--- src/rtl/result_monitor_if.sv ---
// Port bundle for result_monitor. The stimulus side drives the control
// pulses and both result streams. The monitor side returns the comparison
// pulse, the XOR difference, the buffer occupancy and the status flags.
interface result_monitor_if #(
  parameter int WIDTH = 32,
  parameter int DEPTH = 16
);
  localparam int LW = $clog2(DEPTH) + 1;

  logic             i_start;
  logic             i_flush;
  logic             i_exp_valid;
  logic [WIDTH-1:0] i_exp_data;
  logic             i_dut_valid;
  logic [WIDTH-1:0] i_dut_data;
  logic             o_mon_ready;
  logic [WIDTH-1:0] o_diff;
  logic [LW-1:0]    o_level;
  logic             o_overflow;
  logic             o_underflow;
  logic             o_busy;

  modport master (
    output i_start, i_flush, i_exp_valid, i_exp_data, i_dut_valid, i_dut_data,
    input  o_mon_ready, o_diff, o_level, o_overflow, o_underflow, o_busy
  );

  modport slave (
    input  i_start, i_flush, i_exp_valid, i_exp_data, i_dut_valid, i_dut_data,
    output o_mon_ready, o_diff, o_level, o_overflow, o_underflow, o_busy
  );
endinterface

--- src/rtl/result_monitor.sv ---
// result_monitor: buffers golden-model results in a FIFO and compares each
// arriving DUT result against the oldest buffered entry. The comparison is
// reported one cycle later as a single-cycle o_mon_ready pulse, together with
// the bitwise XOR difference on o_diff. Sticky flags record dropped expected
// results (buffer full) and DUT results that found the buffer empty.
module result_monitor #(
  parameter int WIDTH = 32,
  parameter int DEPTH = 16
) (
  input  logic             clk,
  input  logic             reset,
  result_monitor_if.slave  mon
);

  localparam int AW = $clog2(DEPTH);
  localparam int LW = AW + 1;
  localparam logic [LW-1:0] FULL_LEVEL = LW'(DEPTH);

  typedef enum logic [1:0] {
    IDLE  = 2'd0,
    RUN   = 2'd1,
    FLUSH = 2'd2
  } state_t;

  state_t           state;
  logic [AW-1:0]    wr_ptr;
  logic [AW-1:0]    rd_ptr;
  logic [LW-1:0]    level;
  logic             overflow;
  logic             underflow;
  logic             busy;

  // Expected-result storage; contents are don't-care whenever level says so,
  // so it carries no reset.
  logic [WIDTH-1:0] mem [DEPTH];

  // Comparison result stage: valid and data travel together.
  logic             vld_p1;
  logic [WIDTH-1:0] diff_p1;

  logic             active;
  logic             empty;
  logic             full;
  logic             pop;
  logic             push;
  logic             drop;
  logic             starve;

  // A flush cycle discards all traffic presented alongside it.
  assign active = (state == RUN) && !mon.i_flush;
  assign empty  = (level == '0);
  assign full   = (level == FULL_LEVEL);

  // A pop frees the head slot in the same cycle, so a full buffer can still
  // accept a push when a DUT result is consumed at the same time. An empty
  // buffer never forwards a same-cycle push to the DUT side.
  assign pop    = active && mon.i_dut_valid && !empty;
  assign push   = active && mon.i_exp_valid && (!full || pop);
  assign drop   = active && mon.i_exp_valid && full && !pop;
  assign starve = active && mon.i_dut_valid && empty;

  // Write accepted expected results at the tail.
  always_ff @(posedge clk) begin
    if (push) begin
      mem[wr_ptr] <= mon.i_exp_data;
    end
  end

  // Control FSM, FIFO bookkeeping, sticky flags and the registered comparison.
  always_ff @(posedge clk) begin
    if (reset) begin
      state     <= IDLE;
      busy      <= 1'b0;
      wr_ptr    <= '0;
      rd_ptr    <= '0;
      level     <= '0;
      overflow  <= 1'b0;
      underflow <= 1'b0;
      vld_p1    <= 1'b0;
      diff_p1   <= '0;
    end else begin
      // --- stage p0 -> p1: compare head against the DUT result ---
      vld_p1 <= pop;
      if (pop) begin
        diff_p1 <= mon.i_dut_data ^ mem[rd_ptr];
        rd_ptr  <= rd_ptr + 1'b1;
      end

      if (push) begin
        wr_ptr <= wr_ptr + 1'b1;
      end

      if (push && !pop) begin
        level <= level + 1'b1;
      end else if (pop && !push) begin
        level <= level - 1'b1;
      end

      if (drop) begin
        overflow <= 1'b1;
      end
      if (starve) begin
        underflow <= 1'b1;
      end

      case (state)
        IDLE: begin
          if (mon.i_start) begin
            state <= RUN;
            busy  <= 1'b1;
          end
        end
        RUN: begin
          if (mon.i_flush) begin
            state <= FLUSH;
          end
        end
        FLUSH: begin
          state     <= IDLE;
          busy      <= 1'b0;
          wr_ptr    <= '0;
          rd_ptr    <= '0;
          level     <= '0;
          overflow  <= 1'b0;
          underflow <= 1'b0;
        end
        default: begin
          state <= IDLE;
          busy  <= 1'b0;
        end
      endcase
    end
  end

  assign mon.o_mon_ready = vld_p1;
  assign mon.o_diff      = diff_p1;
  assign mon.o_level     = level;
  assign mon.o_overflow  = overflow;
  assign mon.o_underflow = underflow;
  assign mon.o_busy      = busy;

endmodule

--- src/flat_wrapper.sv ---
// flat-port wrapper written by rule: the top's interface ports become plain ports
module result_monitor_flat 
#(
  parameter int WIDTH = 32,
  parameter int DEPTH = 16
)
  (clk, reset, mon_i_start, mon_i_flush, mon_i_exp_valid, mon_i_exp_data, mon_i_dut_valid, mon_i_dut_data, mon_o_mon_ready, mon_o_diff, mon_o_level, mon_o_overflow, mon_o_underflow, mon_o_busy);
  result_monitor_if #(.WIDTH(WIDTH), .DEPTH(DEPTH)) mon_i ();
  input  logic clk;
  input  logic reset;
  input wire logic [$bits(mon_i.i_start)-1:0] mon_i_start;
  input wire logic [$bits(mon_i.i_flush)-1:0] mon_i_flush;
  input wire logic [$bits(mon_i.i_exp_valid)-1:0] mon_i_exp_valid;
  input wire logic [$bits(mon_i.i_exp_data)-1:0] mon_i_exp_data;
  input wire logic [$bits(mon_i.i_dut_valid)-1:0] mon_i_dut_valid;
  input wire logic [$bits(mon_i.i_dut_data)-1:0] mon_i_dut_data;
  output wire logic [$bits(mon_i.o_mon_ready)-1:0] mon_o_mon_ready;
  output wire logic [$bits(mon_i.o_diff)-1:0] mon_o_diff;
  output wire logic [$bits(mon_i.o_level)-1:0] mon_o_level;
  output wire logic [$bits(mon_i.o_overflow)-1:0] mon_o_overflow;
  output wire logic [$bits(mon_i.o_underflow)-1:0] mon_o_underflow;
  output wire logic [$bits(mon_i.o_busy)-1:0] mon_o_busy;
  assign mon_i.i_start = mon_i_start;
  assign mon_i.i_flush = mon_i_flush;
  assign mon_i.i_exp_valid = mon_i_exp_valid;
  assign mon_i.i_exp_data = mon_i_exp_data;
  assign mon_i.i_dut_valid = mon_i_dut_valid;
  assign mon_i.i_dut_data = mon_i_dut_data;
  assign mon_o_mon_ready = mon_i.o_mon_ready;
  assign mon_o_diff = mon_i.o_diff;
  assign mon_o_level = mon_i.o_level;
  assign mon_o_overflow = mon_i.o_overflow;
  assign mon_o_underflow = mon_i.o_underflow;
  assign mon_o_busy = mon_i.o_busy;
  result_monitor #(.WIDTH(WIDTH), .DEPTH(DEPTH)) u_core (.clk(clk), .reset(reset), .mon(mon_i));
endmodule
--- config.mk ---
export PLATFORM = sky130hd
export DESIGN_NAME = result_monitor_flat
export DESIGN_NICKNAME = d
export VERILOG_FILES = /design/src/rtl/result_monitor_if.sv /design/src/rtl/result_monitor.sv /design/src/flat_wrapper.sv
export SDC_FILE = /design/constraint.sdc
export NUM_CORES = 1
export LEC_CHECK = 0
export ABC_CLOCK_PERIOD_IN_PS = 5710
export CORE_MARGIN = 10
export CORE_UTILIZATION = 33
export DETAILED_ROUTE_END_ITERATION = 8
export PLACE_DENSITY = 0.57
export SYNTH_ARGS = -nofsm -noshare
export SYNTH_HDL_FRONTEND = slang
export SYNTH_SLANG_ARGS = --single-unit
--- constraint.sdc ---
create_clock -name clk -period 5.71 [get_ports clk]
set_input_delay 0.8565 -clock clk [delete_from_list [all_inputs] [get_ports clk]]
set_output_delay 0.8565 -clock clk [all_outputs]
set_load 0.005 [all_outputs]
; ---- Word level (Yosys, flattened, before mapping)
; Memory sizes are Yosys's and may differ from the RTL's. A register that Yosys moved wholly into a read port is not among the register bits.
; Index checks and enable logic that the tools add are counted.
[word_totals]
output_inout_bits = 41
register_bits = 51
input_bits = 70
ram_bits = 512
wordCells = 54
mem_count = 1
[op_classes]
muxes = 11
reduce_logical = 22
eq_ne = 5
add_sub_neg = 4
bitwise = 2
[memory_table]
columns = memory, words, word_bits, read_ports, rd_clocked_by_memory_dff, wr, line_no
row1 = u_core.mem, 16, 32, 1, 1, 1, result_monitor.sv:35  ; logic [WIDTH-1:0] mem [DEPTH];
[ops]
columns = op, n
row1 = $xor A32 B32 Y32, 1
row2 = $logic_and A1 B1 Y1, 10
row3 = $mux W5, 2
row4 = $add A4 B1 Y4 const B, 2
row5 = $mux W4, 2
row6 = $add A5 B1 Y5 const B, 1
row7 = $eq A5 B5 Y1 const B, 1
row8 = $logic_not A1 Y1, 5
row9 = $logic_not A5 Y1, 1
row10 = $sub A5 B1 Y5 const B, 1
row11 = $mux W2, 2
row12 = $ne A2 B2 Y1 const B, 2
row13 = $pmux W2 S2, 1
row14 = $reduce_and A2 Y1, 2
row15 = $mux W1, 3
row16 = $eq A2 B1 Y1 const B, 1
row17 = $eq A2 B2 Y1 const B, 1
row18 = $logic_not A2 Y1, 1
row19 = $pmux W1 S2, 1
row20 = $reduce_bool A2 Y1, 1
row21 = $reduce_or A2 Y1, 1
row22 = $logic_or A1 B1 Y1, 1
row23 = $not A1 Y1, 1

; ---- Longest topological paths before layout
; Gate-level depths: netlist of the first run.
[logic_depth]
ltp_word = 10
ltp_mapped = 11
depth_no_buf = 11

; ---- Least setup slack after synthesis of the first run
; OpenSTA, ideal clock, no wires.
[synth_timing]
kind = input to register
startpoint = input port mon_i_flush
endpoint = memory u_core.mem[3][0], enable pin
cell_stages = 4
required_time_ns = 5.249
path_buffers = 0
arrival_ns = 4.095
slack_ns = 1.154
setup_time_ns = 0.461
cell_sequence = nand4bb_1 -> a31oi_1 -> nand2_1 -> nor3_1
[synth_via]
elab_chain_cells = 8
elab_cells_between_ends = 9
cone_classes = mux (2) / reduce/logical (7)
[synth_rtl]
columns = item, line_no
row1 = "start, declared", flat_wrapper.sv:12  ; input wire logic [$bits(mon_i.i_flush)-1:0] mon_i_flush;
row2 = $logic_not A1 Y1 (*), result_monitor.sv:50  ; assign active = (state == RUN) && !mon.i_flush;
row3 = $logic_and A1 B1 Y1 (*), result_monitor.sv:50
row4 = $logic_and A1 B1 Y1 (2 in a row), result_monitor.sv:57  ; assign pop = active && mon.i_dut_valid && !empty;
row5 = $logic_or A1 B1 Y1, result_monitor.sv:58  ; assign push = active && mon.i_exp_valid && (!full || pop);
row6 = $logic_and A1 B1 Y1 (*), result_monitor.sv:58
row7 = named net u_core.push, result_monitor.sv:45  ; logic push;
row8 = $mux W1 (*), result_monitor.sv:64  ; if (push) begin
row9 = $mux W1 (implied by the code) (*), result_monitor.sv:65  ; mem[wr_ptr] <= mon.i_exp_data;
row10 = "end, declared", result_monitor.sv:35
; The timed path passes the listed nets; every way through them passes the cells marked *.

; ---- Worst setup path in the final report of the first run
[layout_timing]
startpoint = input port mon_i_flush
endpoint = register u_core.level[4] (netlist: u_core.mon.o_level[4])
[layout_via]
elab_chain_cells = 9
elab_cells_between_ends = 13
cone_classes = mux (1) / reduce/logical (12)
[layout_rtl]
columns = item, line_no
row1 = $logic_not A1 Y1 (*), result_monitor.sv:50
row2 = $logic_and A1 B1 Y1 (*), result_monitor.sv:50
row3 = $logic_and A1 B1 Y1 (2 in a row), result_monitor.sv:57
row4 = $logic_or A1 B1 Y1, result_monitor.sv:58
row5 = $logic_and A1 B1 Y1 (*), result_monitor.sv:58
row6 = named net u_core.push, result_monitor.sv:45
row7 = $logic_not A1 Y1, result_monitor.sv:95  ; end else if (pop && !push) begin
row8 = $logic_and A1 B1 Y1, result_monitor.sv:95
row9 = $reduce_bool A2 Y1 (no source line), n/a
row10 = "end signal, assigned", result_monitor.sv:94  ; level <= level + 1'b1;
row11 = "end signal, assigned", result_monitor.sv:96  ; level <= level - 1'b1;
row12 = "end, declared", result_monitor.sv:28  ; logic [LW-1:0] level;
; Marks and branches as above.
; A chain may end at the register's enable or synchronous reset.

==> results.sh, run 1 <==
export IMPL_transition_time_of_the_tightest_slew_check_pin_ns=1.16
export IMPL_regArea_sq_um=16500
export IMPL_outcome="finished clean"
export IMPL_finalMaxSlewViolations=0
export IMPL_placementRows=94
export IMPL_ws_path_type="input pin to flip-flop"
export IMPL_design_final_nets=1252
export IMPL_antenna_violations_before_repair=0
export IMPL_final_setup_skew_ns=0.0276
export IMPL_postCtsHoldBufs=0
export IMPL_ys_seq_area_share_pct=75.1
export IMPL_synth_async_reset_ratio_pct=0
export IMPL_number_of_global_route_vias_before_repair=11300
export IMPL_synth_enable_flop_cells=512
export IMPL_diodes=0
export IMPL_r2r_end="u_core.mon.o_level[4]"
export IMPL_drt_wirelength_per_cell_microns=23.5
export IMPL_first_pass_grt_wire_length_mm=74.9
export IMPL_synth_fp_nets=1106
export IMPL_hp_class="flip-flop to flip-flop"
export IMPL_layout_setup_ws_ns=1.93
export IMPL_post_synth_inst_count=1025
export IMPL_final_period_minus_worst_setup_slack_ns=3.78
export IMPL_syn_avg_cell_area_sq_um=21.4
export IMPL_synth_common_cells="edfxtp_1 (512), mux4_2 (128), mux2_2 (65)"
export IMPL_io_pins=111
export IMPL_cp_start_kind="input pin"
export IMPL_vias=10600
export IMPL_leakage_component_of_the_power_nw=8.09
export IMPL_critPathArrivalTime_ns=4.27
export IMPL_drv_max_cap_violation_count=0
export IMPL_standard_cell_core_area_sq_um=65900
export IMPL_gpl_final_weighted_congestion=0.727
export IMPL_final_tns_setup_ns=0
export IMPL_clock_tree_buffer_depth=3
export IMPL_hold_path_startpoint="u_core.mon.o_diff[31]"
export IMPL_timing_final_setup_violations=0
export IMPL_clock_fmax_mhz=265
export IMPL_clkSlewWorstSetupHoldPaths_ns=0.06
export IMPL_synthDominantCellAreaShare_pct=70.1
export IMPL_place_worst_setup_slack_ns=1.32
export IMPL_fillerInstances=5806
export IMPL_synth_lib_cells_used_distinct=38
export IMPL_yosysTopAreaCell="edfxtp_1"
export IMPL_multiInputGateArea_sq_um=5260
export IMPL_synthToLayoutAreaGrowth_pct=19.6
export IMPL_detail_route_wirelength_mm=49.0
export IMPL_cts_setup_buffers=0
export IMPL_maxSlewHeadroom_pct=22.7
export IMPL_die_area_sq_um=77200
export IMPL_die_x_microns=278
export IMPL_buffer_ports_inserted=110
export IMPL_grtUsageTotal_pct=12.6
export IMPL_root_buf_cell="clkbuf_16"
export IMPL_ys_flop_type="edfxtp_1"
export IMPL_worst_ep_required_time_ns=6.21
export IMPL_min_to="u_core.mon.o_diff[31]"
export IMPL_pd_cells_nw_per_um2=335
export IMPL_clk_insertion_delay_late_ns=0.61
export IMPL_reg2reg_from="u_core.state[1]"
export IMPL_setup_reg_to_reg_worst_slack_ns=2.27
export IMPL_globalRoute_totalOverflow=0
export IMPL_synthesis_warning_total=0
export IMPL_mappedNetlistArea_sq_um=21900
export IMPL_tritoncts_clock_tree="yes"
export IMPL_drive_gt1_share_pct=27.8
export IMPL_synth_seq_cells=567
export IMPL_post_route_drc=0
export IMPL_grt_setup_unrepaired="false"
export IMPL_ir_drop_uv=244
export IMPL_min_path_cells=1
export IMPL_worst_r2r_path_depth=10
export IMPL_yosys_cell_count_top_type="edfxtp_1"
export IMPL_tritoncts_sinks=567
export IMPL_inserted_clock_buffers=60
export IMPL_vias_per_cell=5.06
export IMPL_grt_max_degree=53
export IMPL_drt_pass1_iter_count=5
export IMPL_fp_dieH_microns=278
export IMPL_synth_top_cells_by_area="edfxtp_1 (70%), mux4_2 (13%), dfxtp_1 (5.0%)"
export IMPL_postCtsResizedCells=0
export IMPL_cp_max_fo=9
export IMPL_initial_utilization_pct=33.3
export IMPL_final_hold_viol_count=0
export IMPL_h_tree_depth=2
export IMPL_drt_iter0_markers=812
export IMPL_period_share_pct=66.2
export IMPL_hpwlAfterDp_mm=29.2
export IMPL_postRouteAntennaNets=0
export IMPL_worstSetupEndpointType="flip-flop"
-- per-layer routing --
layer / vias up / wire [microns] / global-route usage [%]
met5: - / 0 / 0
met4: 0 / 834 / 3.33
met3: 59 / 2440 / 2.64
met2: 241 / 23700 / 20.2
met1: 5598 / 22000 / 17.2
li1: 4652 / - / -
-- metrics by stage --
| step | hold WS [ns] | utilization [%] | cell area (sq um) | power [mW] | cells |
|---|---|---|---|---|---|
| 6_report | 0.476 | 39.8 | 26200 | 8.80 | 2086 |
| 5_1_grt | 0.492 | 39.8 | 26200 | 9.09 | 2086 |
| 4_1_cts | 0.480 | 39.8 | 26200 | 8.89 | 2086 |
| 3_5_place_dp | 0.463 | 36.8 | 24200 | 4.93 | 1973 |
| 3_3_place_gp | 0.462 | 36.8 | 24200 | 4.93 | 1973 |
| 2_1_floorplan | 0.461 | - | 21900 | 4.75 | 1025 |
-- state kept, by name, indices dropped and copies added (netlist names), named ones only --
signal	flops
u_core.mem	512
u_core.mon.o_diff	32
u_core.mon.o_level	5
u_core.rd_ptr	4
u_core.wr_ptr	4
u_core.state	2
u_core.mon.o_busy	1
u_core.mon.o_mon_ready	1
u_core.mon.o_overflow	1
u_core.mon.o_underflow	1
-- area by class of cell --
cell class	instances	share of cell area, %
Timing Repair Buffer	141	5.18
Inverter	9	0.129
Clock buffer	80	6.20
Clock inverter	33	1.48
Sequential cell	567	62.8
Tap cell	864	4.12
Multi-Input combinational cell	392	20.1
-- kinds of logic (layout without fill, tap and decap cells) --
family	count (synthesis)	in the layout	share of synthesized area, %
buf+inv	66	263	1.47
mux	194	194	16.5
flops	567	567	75.1
compound gates	109	109	4.36
fa+ha+maj	11	11	0.662
xor+xnor	9	9	0.359
simple gates	69	69	1.49
-- worst max-delay path, cell delays in order --
cell	delay, ns
clkdlybuf4s50_1	0.43
nand4bb_1	0.27
a31oi_1	0.80
ha_1	0.34
inv_1	0.12
ha_1	0.30
nor2b_1	0.14
o21a_1	0.17
or3_1	0.30
a21oi_1	0.18
mux2_2	0.35
-- report_power, final --
group	internal (mW)	total, mW	switching [mW]	leakage (nW)
Clock	2.36	3.96	1.59	0.979
Combinational	0.137	0.268	0.131	2.05
Sequential	4.55	4.57	0.0200	5.06
Total	7.05	8.80	1.75	8.09
-- worst max-delay path by stage --
stage          slack, ns  depth (start not counted)         from                     to
2_1_floorplan       1.15                          4  mon_i_flush       u_core.mem[3][0]
3_3_place_gp        1.34                         11  mon_i_flush  u_core.mon.o_level[4]
3_5_place_dp        1.32                         11  mon_i_flush  u_core.mon.o_level[4]
4_1_cts             1.97                         11  mon_i_flush  u_core.mon.o_level[4]
5_1_grt             1.64                         11  mon_i_flush  u_core.mon.o_level[4]
6_report            1.93                         11  mon_i_flush  u_core.mon.o_level[4]
-- cells in the final DEF, fill, tap and decap left out, types with 2 or more instances in the layout --
| cell | netlist | final |
|---|---|---|
| clkbuf_8 | 0 | 5 |
| clkinv_1 | 0 | 8 |
| clkinvlp_4 | 0 | 3 |
| inv_6 | 0 | 3 |
| a22o_1 | 32 | 32 |
| edfxtp_1 | 512 | 512 |
| mux2_2 | 65 | 65 |
| nor2_4 | 0 | 13 |
| nor3_1 | 7 | 2 |
| inv_1 | 8 | 8 |
| dfxtp_1 | 55 | 52 |
| a21oi_1 | 7 | 7 |
| nor2b_1 | 2 | 2 |
| nand2b_1 | 2 | 2 |
| buf_4 | 5 | 29 |
| nand4bb_1 | 2 | 2 |
| dfxtp_4 | 0 | 2 |
| nor2_1 | 37 | 24 |
| a31oi_1 | 2 | 2 |
| nand2_1 | 10 | 10 |
| ha_1 | 10 | 10 |
| xor2_1 | 7 | 7 |
| buf_12 | 0 | 2 |
| mux4_2 | 128 | 128 |
| o221ai_1 | 32 | 32 |
| nor3_2 | 0 | 5 |
| nand4_1 | 2 | 2 |
| bufinv_16 | 0 | 8 |
| clkbuf_16 | 0 | 60 |
| a221o_1 | 32 | 32 |
| xnor2_1 | 2 | 2 |
| clkinv_2 | 0 | 9 |
| clkdlybuf4s50_1 | 0 | 110 |
| clkbuf_1 | 29 | 15 |
Power figures use the tool's default switching activity.
==> run 2, diff against run 1 <==
--- a/config.mk
+++ b/config.mk
@@ -5,7 +5,7 @@
 export SDC_FILE = /design/constraint.sdc
 export NUM_CORES = 1
 export LEC_CHECK = 0
-export ABC_CLOCK_PERIOD_IN_PS = 5710
+export ABC_CLOCK_PERIOD_IN_PS = 3600
 export CORE_MARGIN = 10
 export CORE_UTILIZATION = 33
 export DETAILED_ROUTE_END_ITERATION = 8
==> constraint.sdc (replaced) <==
create_clock -name clk -period 3.6 [get_ports clk]
set_input_delay 0.54 -clock clk [delete_from_list [all_inputs] [get_ports clk]]
set_output_delay 0.54 -clock clk [all_outputs]
set_load 0.005 [all_outputs]
==> run 2 against run 1 <==
Net effect:
- highest routed layer is now met5
- flip-flop and latch count is the same
- final area grew 0.54%
- largest cell class unchanged
- combinational power grew 57%
==> results.sh, run 2 (synthesis gave the netlist of run 1 again) <==
export IMPL_placementRows=94
export IMPL_standard_cell_core_area_sq_um=65900
export IMPL_clkSlewWorstSetupHoldPaths_ns=0.06
export IMPL_post_route_drc=0
export IMPL_final_common_cell="edfxtp_1"
export IMPL_layout_setup_ws_ns=0.628
export IMPL_clock_fmax_mhz=336
export IMPL_die_x_microns=278
export IMPL_clock_tree_buffer_depth=3
export IMPL_share_seq_of_total_power_pct=52.8
export IMPL_die_area_sq_um=77200
export IMPL_final_hold_viol_count=0
export IMPL_vias=10800
export IMPL_final_cell_count_no_fill=2104
export IMPL_tritoncts_clock_tree="yes"
export IMPL_synthToLayoutAreaGrowth_pct=20.3
export IMPL_hpwlAfterDp_mm=29.4
export IMPL_cp_start_kind="flip-flop"
export IMPL_drt_iter0_markers=888
export IMPL_min_to="u_core.mon.o_diff[6]"
export IMPL_drive_gt1_share_pct=28.8
export IMPL_postRouteAntennaNets=0
export IMPL_fp_dieH_microns=278
export IMPL_min_path_cells=1
export IMPL_drt_wirelength_per_cell_microns=24.8
export IMPL_cellInternalPower_mw=11.0
export IMPL_buffer_ports_inserted=110
export IMPL_cp_max_fo=6
export IMPL_grtUsageTotal_pct=13.4
export IMPL_period_share_pct=82.6
export IMPL_io_pins=111
export IMPL_area_post_placement_sq_um=24400
export IMPL_dp_cells=1992
export IMPL_globalRoute_totalOverflow=0
export IMPL_worst_r2r_path_depth=11
export IMPL_ir_drop_uv=376
export IMPL_timing_final_setup_violations=0
export IMPL_detail_route_wirelength_mm=52.1
export IMPL_first_pass_grt_wire_length_mm=77.5
export IMPL_final_cell_mix="edfxtp_1 (512), mux4_2 (128), clkdlybuf4s50_1 (110)"
export IMPL_antenna_violations_before_repair=4
export IMPL_design_final_nets=1270
export IMPL_power_switching_fraction_pct=20.1
export IMPL_gpl_final_weighted_congestion=0.699
export IMPL_grt_max_degree=69
export IMPL_ws_path_type="flip-flop to flip-flop"
export IMPL_final_tns_setup_ns=0
export IMPL_largest_reg_flops=512
export IMPL_setup_reg_to_reg_worst_slack_ns=0.63
export IMPL_vias_per_cell=5.13
export IMPL_drt_pass1_iter_count=5
export IMPL_postCtsResizedCells=0
export IMPL_grt_setup_unrepaired="false"
export IMPL_final_setup_skew_ns=0.0199
export IMPL_inserted_clock_buffers=59
export IMPL_cts_setup_buffers=0
export IMPL_reg2reg_from="u_core.mon.o_level[0]"
export IMPL_outcome="finished clean"
export IMPL_tritoncts_sinks=567
export IMPL_hp_class="flip-flop to flip-flop"
export IMPL_worstSetupEndpointType="flip-flop"
export IMPL_critPathArrivalTime_ns=3.47
export IMPL_finalMaxSlewViolations=0
export IMPL_post_route_util_pct=40.1
export IMPL_p_switching_mw=2.76
export IMPL_combinationalPowerShare_pct=3.1
export IMPL_postLayoutCellArea_sq_um=26400
export IMPL_postCtsHoldBufs=0
export IMPL_largest_register="u_core.mem"
export IMPL_hold_path_startpoint="u_core.mon.o_diff[6]"
export IMPL_pd_cells_nw_per_um2=521
export IMPL_root_buf_cell="clkbuf_16"
export IMPL_h_tree_depth=2
export IMPL_diodes=0
export IMPL_leakage_component_of_the_power_nw=8.17
export IMPL_drv_max_cap_violation_count=0
export IMPL_transition_time_of_the_tightest_slew_check_pin_ns=0.646
export IMPL_initial_utilization_pct=33.3
export IMPL_number_of_global_route_vias_before_repair=11500
export IMPL_place_worst_setup_slack_ns=0.158
export IMPL_maxSlewHeadroom_pct=56.9
export IMPL_r2r_end="u_core.mon.o_level[4]"
export IMPL_clk_insertion_delay_late_ns=0.62
export IMPL_worst_ep_required_time_ns=4.09
export IMPL_clock_power_share_pct=44.2
export IMPL_final_period_minus_worst_setup_slack_ns=2.97
run 2: worst max path at each step:
stage	to	slack (ns)	start
floorplan	u_core.mem[1][0]	-0.59	mon_i_flush
finish	u_core.mon.o_level[4]	0.63	u_core.mon.o_level[0]
CTS	u_core.mon.o_level[4]	0.59	u_core.mon.o_level[0]
detailed placement	u_core.mon.o_level[4]	0.16	mon_i_flush
global placement	u_core.mon.o_level[4]	0.22	mon_i_flush
global route	u_core.mon.o_level[4]	0.34	u_core.mon.o_level[0]
run 2: through the flow:
| step | power [mW] | hold WS (ns) |
|---|---|---|
| floorplan | 7.53 | 0.461 |
| global placement | 7.80 | 0.460 |
| detailed placement | 7.82 | 0.462 |
| CTS | 13.9 | 0.481 |
| global route | 14.2 | 0.502 |
| finish | 13.7 | 0.476 |
run 2: final cells by class:
cell class | count | area, sq um
clock buffer | 80 | 1640
clock inverter | 32 | 300
fill | 5834 | 39500
inverter | 9 | 33.8
multi-input combinational | 392 | 5280
sequential | 567 | 16500
tap | 864 | 1080
timing repair buffer | 160 | 1560
run 2: power by group through the flow:
stage	clock, mW	sequential (mW)	combinational, mW
floorplan	0	7.39	0.141
global placement	0	7.39	0.415
detailed placement	0	7.39	0.426
CTS	6.24	7.25	0.429
global route	6.51	7.25	0.463
finish	6.07	7.25	0.421
run 2: metal layers:
metal	share of wire (%)	global-route usage, %
met2	49	22.0
met5	0.088	0
met4	2.0	3.83
met1	43	17.5
met3	5.5	2.88
run 2: critical path, cell delays in order, from the launching register on:
cell and delay (ns):
dfxtp_1 0.36, nor4_2 0.48, a21oi_2 0.13, inv_2 0.14, ha_1 0.23, inv_1 0.11
ha_1 0.29, nor2b_1 0.13, o21a_1 0.18, or3_1 0.30, a21oi_1 0.17, mux2_2 0.34
==> run 3, diff against run 2 <==
--- a/config.mk
+++ b/config.mk
@@ -5,7 +5,7 @@
 export SDC_FILE = /design/constraint.sdc
 export NUM_CORES = 1
 export LEC_CHECK = 0
-export ABC_CLOCK_PERIOD_IN_PS = 3600
+export ABC_CLOCK_PERIOD_IN_PS = 2800
 export CORE_MARGIN = 10
 export CORE_UTILIZATION = 33
 export DETAILED_ROUTE_END_ITERATION = 8
==> constraint.sdc (replaced) <==
create_clock -name clk -period 2.8 [get_ports clk]
set_input_delay 0.42 -clock clk [delete_from_list [all_inputs] [get_ports clk]]
set_output_delay 0.42 -clock clk [all_outputs]
set_load 0.005 [all_outputs]
==> run 3 against run 2 <==
Net effect:
- fmax rose by 12%
- critical path depth stayed put
- clock skew grew 0.0051 ns
- setup slack lost 0.49 ns
- utilization is 0.99 points higher
- sequential share of layout area shrank 1.5 points
- combinational power is 36% higher
- sequential power is 29% higher
- first-iteration DRC count down 18%
- critical path type unchanged
- critical endpoint unchanged
- largest cell class unchanged
- largest power group unchanged
- highest routed layer unchanged
==> results.sh, run 3 (synthesis gave the netlist of run 1 again) <==
export IMPL_transition_time_of_the_tightest_slew_check_pin_ns=0.578
export IMPL_drv_max_cap_violation_count=0
export IMPL_largest_register="u_core.mem"
export IMPL_r2r_end="u_core.mon.o_level[4]"
export IMPL_worst_r2r_path_depth=11
export IMPL_finalMaxSlewViolations=0
export IMPL_final_cell_count_no_fill=2133
export IMPL_layout_setup_ws_ns=0.141
export IMPL_drt_iter0_markers=731
export IMPL_globalRoute_totalOverflow=0
export IMPL_power_mw=17.6
export IMPL_postRouteAntennaNets=0
export IMPL_finalHoldWorstSlack_ns=0.407
export IMPL_tritoncts_clock_tree="yes"
export IMPL_io_pins=111
export IMPL_placementRows=94
export IMPL_final_setup_skew_ns=0.0250
export IMPL_die_area_sq_um=77200
export IMPL_dp_cells=2018
export IMPL_place_worst_setup_slack_ns=-0.366
export IMPL_cp_start_kind="flip-flop"
export IMPL_cts_setup_buffers=0
export IMPL_post_route_util_pct=41.0
export IMPL_setup_reg_to_reg_worst_slack_ns=0.14
export IMPL_ir_drop_uv=482
export IMPL_regArea_sq_um=16500
export IMPL_drt_pass1_iter_count=5
export IMPL_critPathArrivalTime_ns=3.16
export IMPL_ws_path_type="flip-flop to flip-flop"
export IMPL_leakage_component_of_the_power_nw=8.37
export IMPL_final_hold_viol_count=0
export IMPL_synthToLayoutAreaGrowth_pct=23.3
export IMPL_postCtsHoldBufs=0
export IMPL_final_common_cell="edfxtp_1"
export IMPL_post_route_drc=0
export IMPL_standard_cell_core_area_sq_um=65900
export IMPL_vias=10900
export IMPL_postCtsResizedCells=0
export IMPL_hp_class="input pin to flip-flop"
export IMPL_cpMaxStageDelayCell="mux2_2"
export IMPL_final_period_minus_worst_setup_slack_ns=2.66
export IMPL_period_share_pct=95.0
export IMPL_pd_cells_nw_per_um2=651
export IMPL_gpl_final_weighted_congestion=0.710
export IMPL_drt_wirelength_per_cell_microns=24.7
export IMPL_clock_fmax_mhz=376
export IMPL_clock_tree_buffer_depth=3
export IMPL_die_x_microns=278
export IMPL_timing_final_setup_violations=0
export IMPL_hpwlAfterDp_mm=30.7
export IMPL_cp_max_fo=4
export IMPL_grt_max_degree=33
export IMPL_maxSlewHeadroom_pct=61.4
export IMPL_detail_route_wirelength_mm=52.7
export IMPL_grt_setup_unrepaired="false"
export IMPL_min_to="u_core.state[1]"
export IMPL_final_cell_mix="edfxtp_1 (512), mux4_2 (128), clkdlybuf4s50_1 (110)"
export IMPL_outcome="finished clean"
export IMPL_design_final_nets=1297
export IMPL_worst_path_most_repeated_cell="ha_1"
export IMPL_min_path_cells=3
export IMPL_buffer_ports_inserted=110
export IMPL_antenna_violations_before_repair=4
export IMPL_clk_insertion_delay_late_ns=0.63
export IMPL_postLayoutCellArea_sq_um=27000
export IMPL_clkSlewWorstSetupHoldPaths_ns=0.06
export IMPL_vias_per_cell=5.11
export IMPL_worstSetupEndpointType="flip-flop"
export IMPL_h_tree_depth=2
export IMPL_worstPathCellList="nor4_4 -> buf_4 -> a31oi_4 -> ha_1 -> inv_1 -> ha_1 -> nor2b_1 -> o21a_1 -> or3_1 -> a21oi_1 -> mux2_2"
export IMPL_reg2reg_from="u_core.mon.o_level[0]"
export IMPL_first_pass_grt_wire_length_mm=78.0
export IMPL_drive_gt1_share_pct=29.8
export IMPL_root_buf_cell="clkbuf_16"
export IMPL_inserted_clock_buffers=60
export IMPL_worst_ep_required_time_ns=3.30
export IMPL_hold_path_startpoint="mon_i_flush"
export IMPL_final_tns_setup_ns=0
export IMPL_worst_path_largest_cell_delay_ns=0.34
export IMPL_initial_utilization_pct=33.3
export IMPL_multiInputGateArea_sq_um=5330
export IMPL_largest_reg_flops=512
export IMPL_number_of_global_route_vias_before_repair=11600
export IMPL_area_post_placement_sq_um=25100
export IMPL_grtUsageTotal_pct=13.4
export IMPL_fp_dieH_microns=278
export IMPL_fillerInstances=5786
export IMPL_tritoncts_sinks=567
## run 3: cell types whose count changed in the layout (fill, tap and decap cells not counted), sizes merged
cell,previous run,this run
diode,0,2
clkinvlp,2,0
clkbuf,80,85
buf,50,76
inv,11,10
bufinv,5,4
## run 3: final cells by class
| cell class | count | share of cell area, % |
|---|---|---|
| clock inverters | 28 | 1.09 |
| well taps | 864 | 4.00 |
| repair buffers | 186 | 8.03 |
| clock buffers | 85 | 6.05 |
| multi-input cells | 392 | 19.7 |
| flip-flops and latches | 567 | 61.0 |
| inverters | 9 | 0.125 |
| diodes | 2 | 0.0185 |
## run 3: how the worst max path moves through the flow
stage                                from               endpoint  slack [ns]  cells past startpoint
global placement              mon_i_flush  u_core.mon.o_level[4]       -0.34                     12
finish              u_core.mon.o_level[0]  u_core.mon.o_level[4]        0.14                     11
CTS                 u_core.mon.o_level[0]  u_core.mon.o_level[4]        0.15                     11
detailed placement            mon_i_flush  u_core.mon.o_level[4]       -0.37                     12
floorplan                     mon_i_flush       u_core.mem[7][0]       -0.20                      4
global route              u_core.state[1]  u_core.mon.o_level[4]        0.02                     11
## run 3: per-layer routing
layer	wire, microns	GRT usage, %	share of wire [%]	vias to the layer above
li1	-	-	-	4750
met1	22600	17.5	43	5793
met2	25900	21.9	49	295
met3	3140	3.06	6.0	68
met4	1100	4.21	2.1	2
met5	12	0	0.023	-
## run 3: critical path: cells and delay by family (launching register included)
family,cells,cell delay [ns]
AND/OR/NAND/NOR,3,0.71
adder cells (fa/ha/maj),2,0.45
AO/OA/AOI/OAI,3,0.43
multiplexers,1,0.34
flip-flops,1,0.33
buffers and inverters,2,0.27
## run 3: power breakdown
part,internal [mW],switching [mW]
Combinational,0.301,0.270
Clock,4.45,3.25
Sequential,9.28,0.0402
Total,14.0,3.56
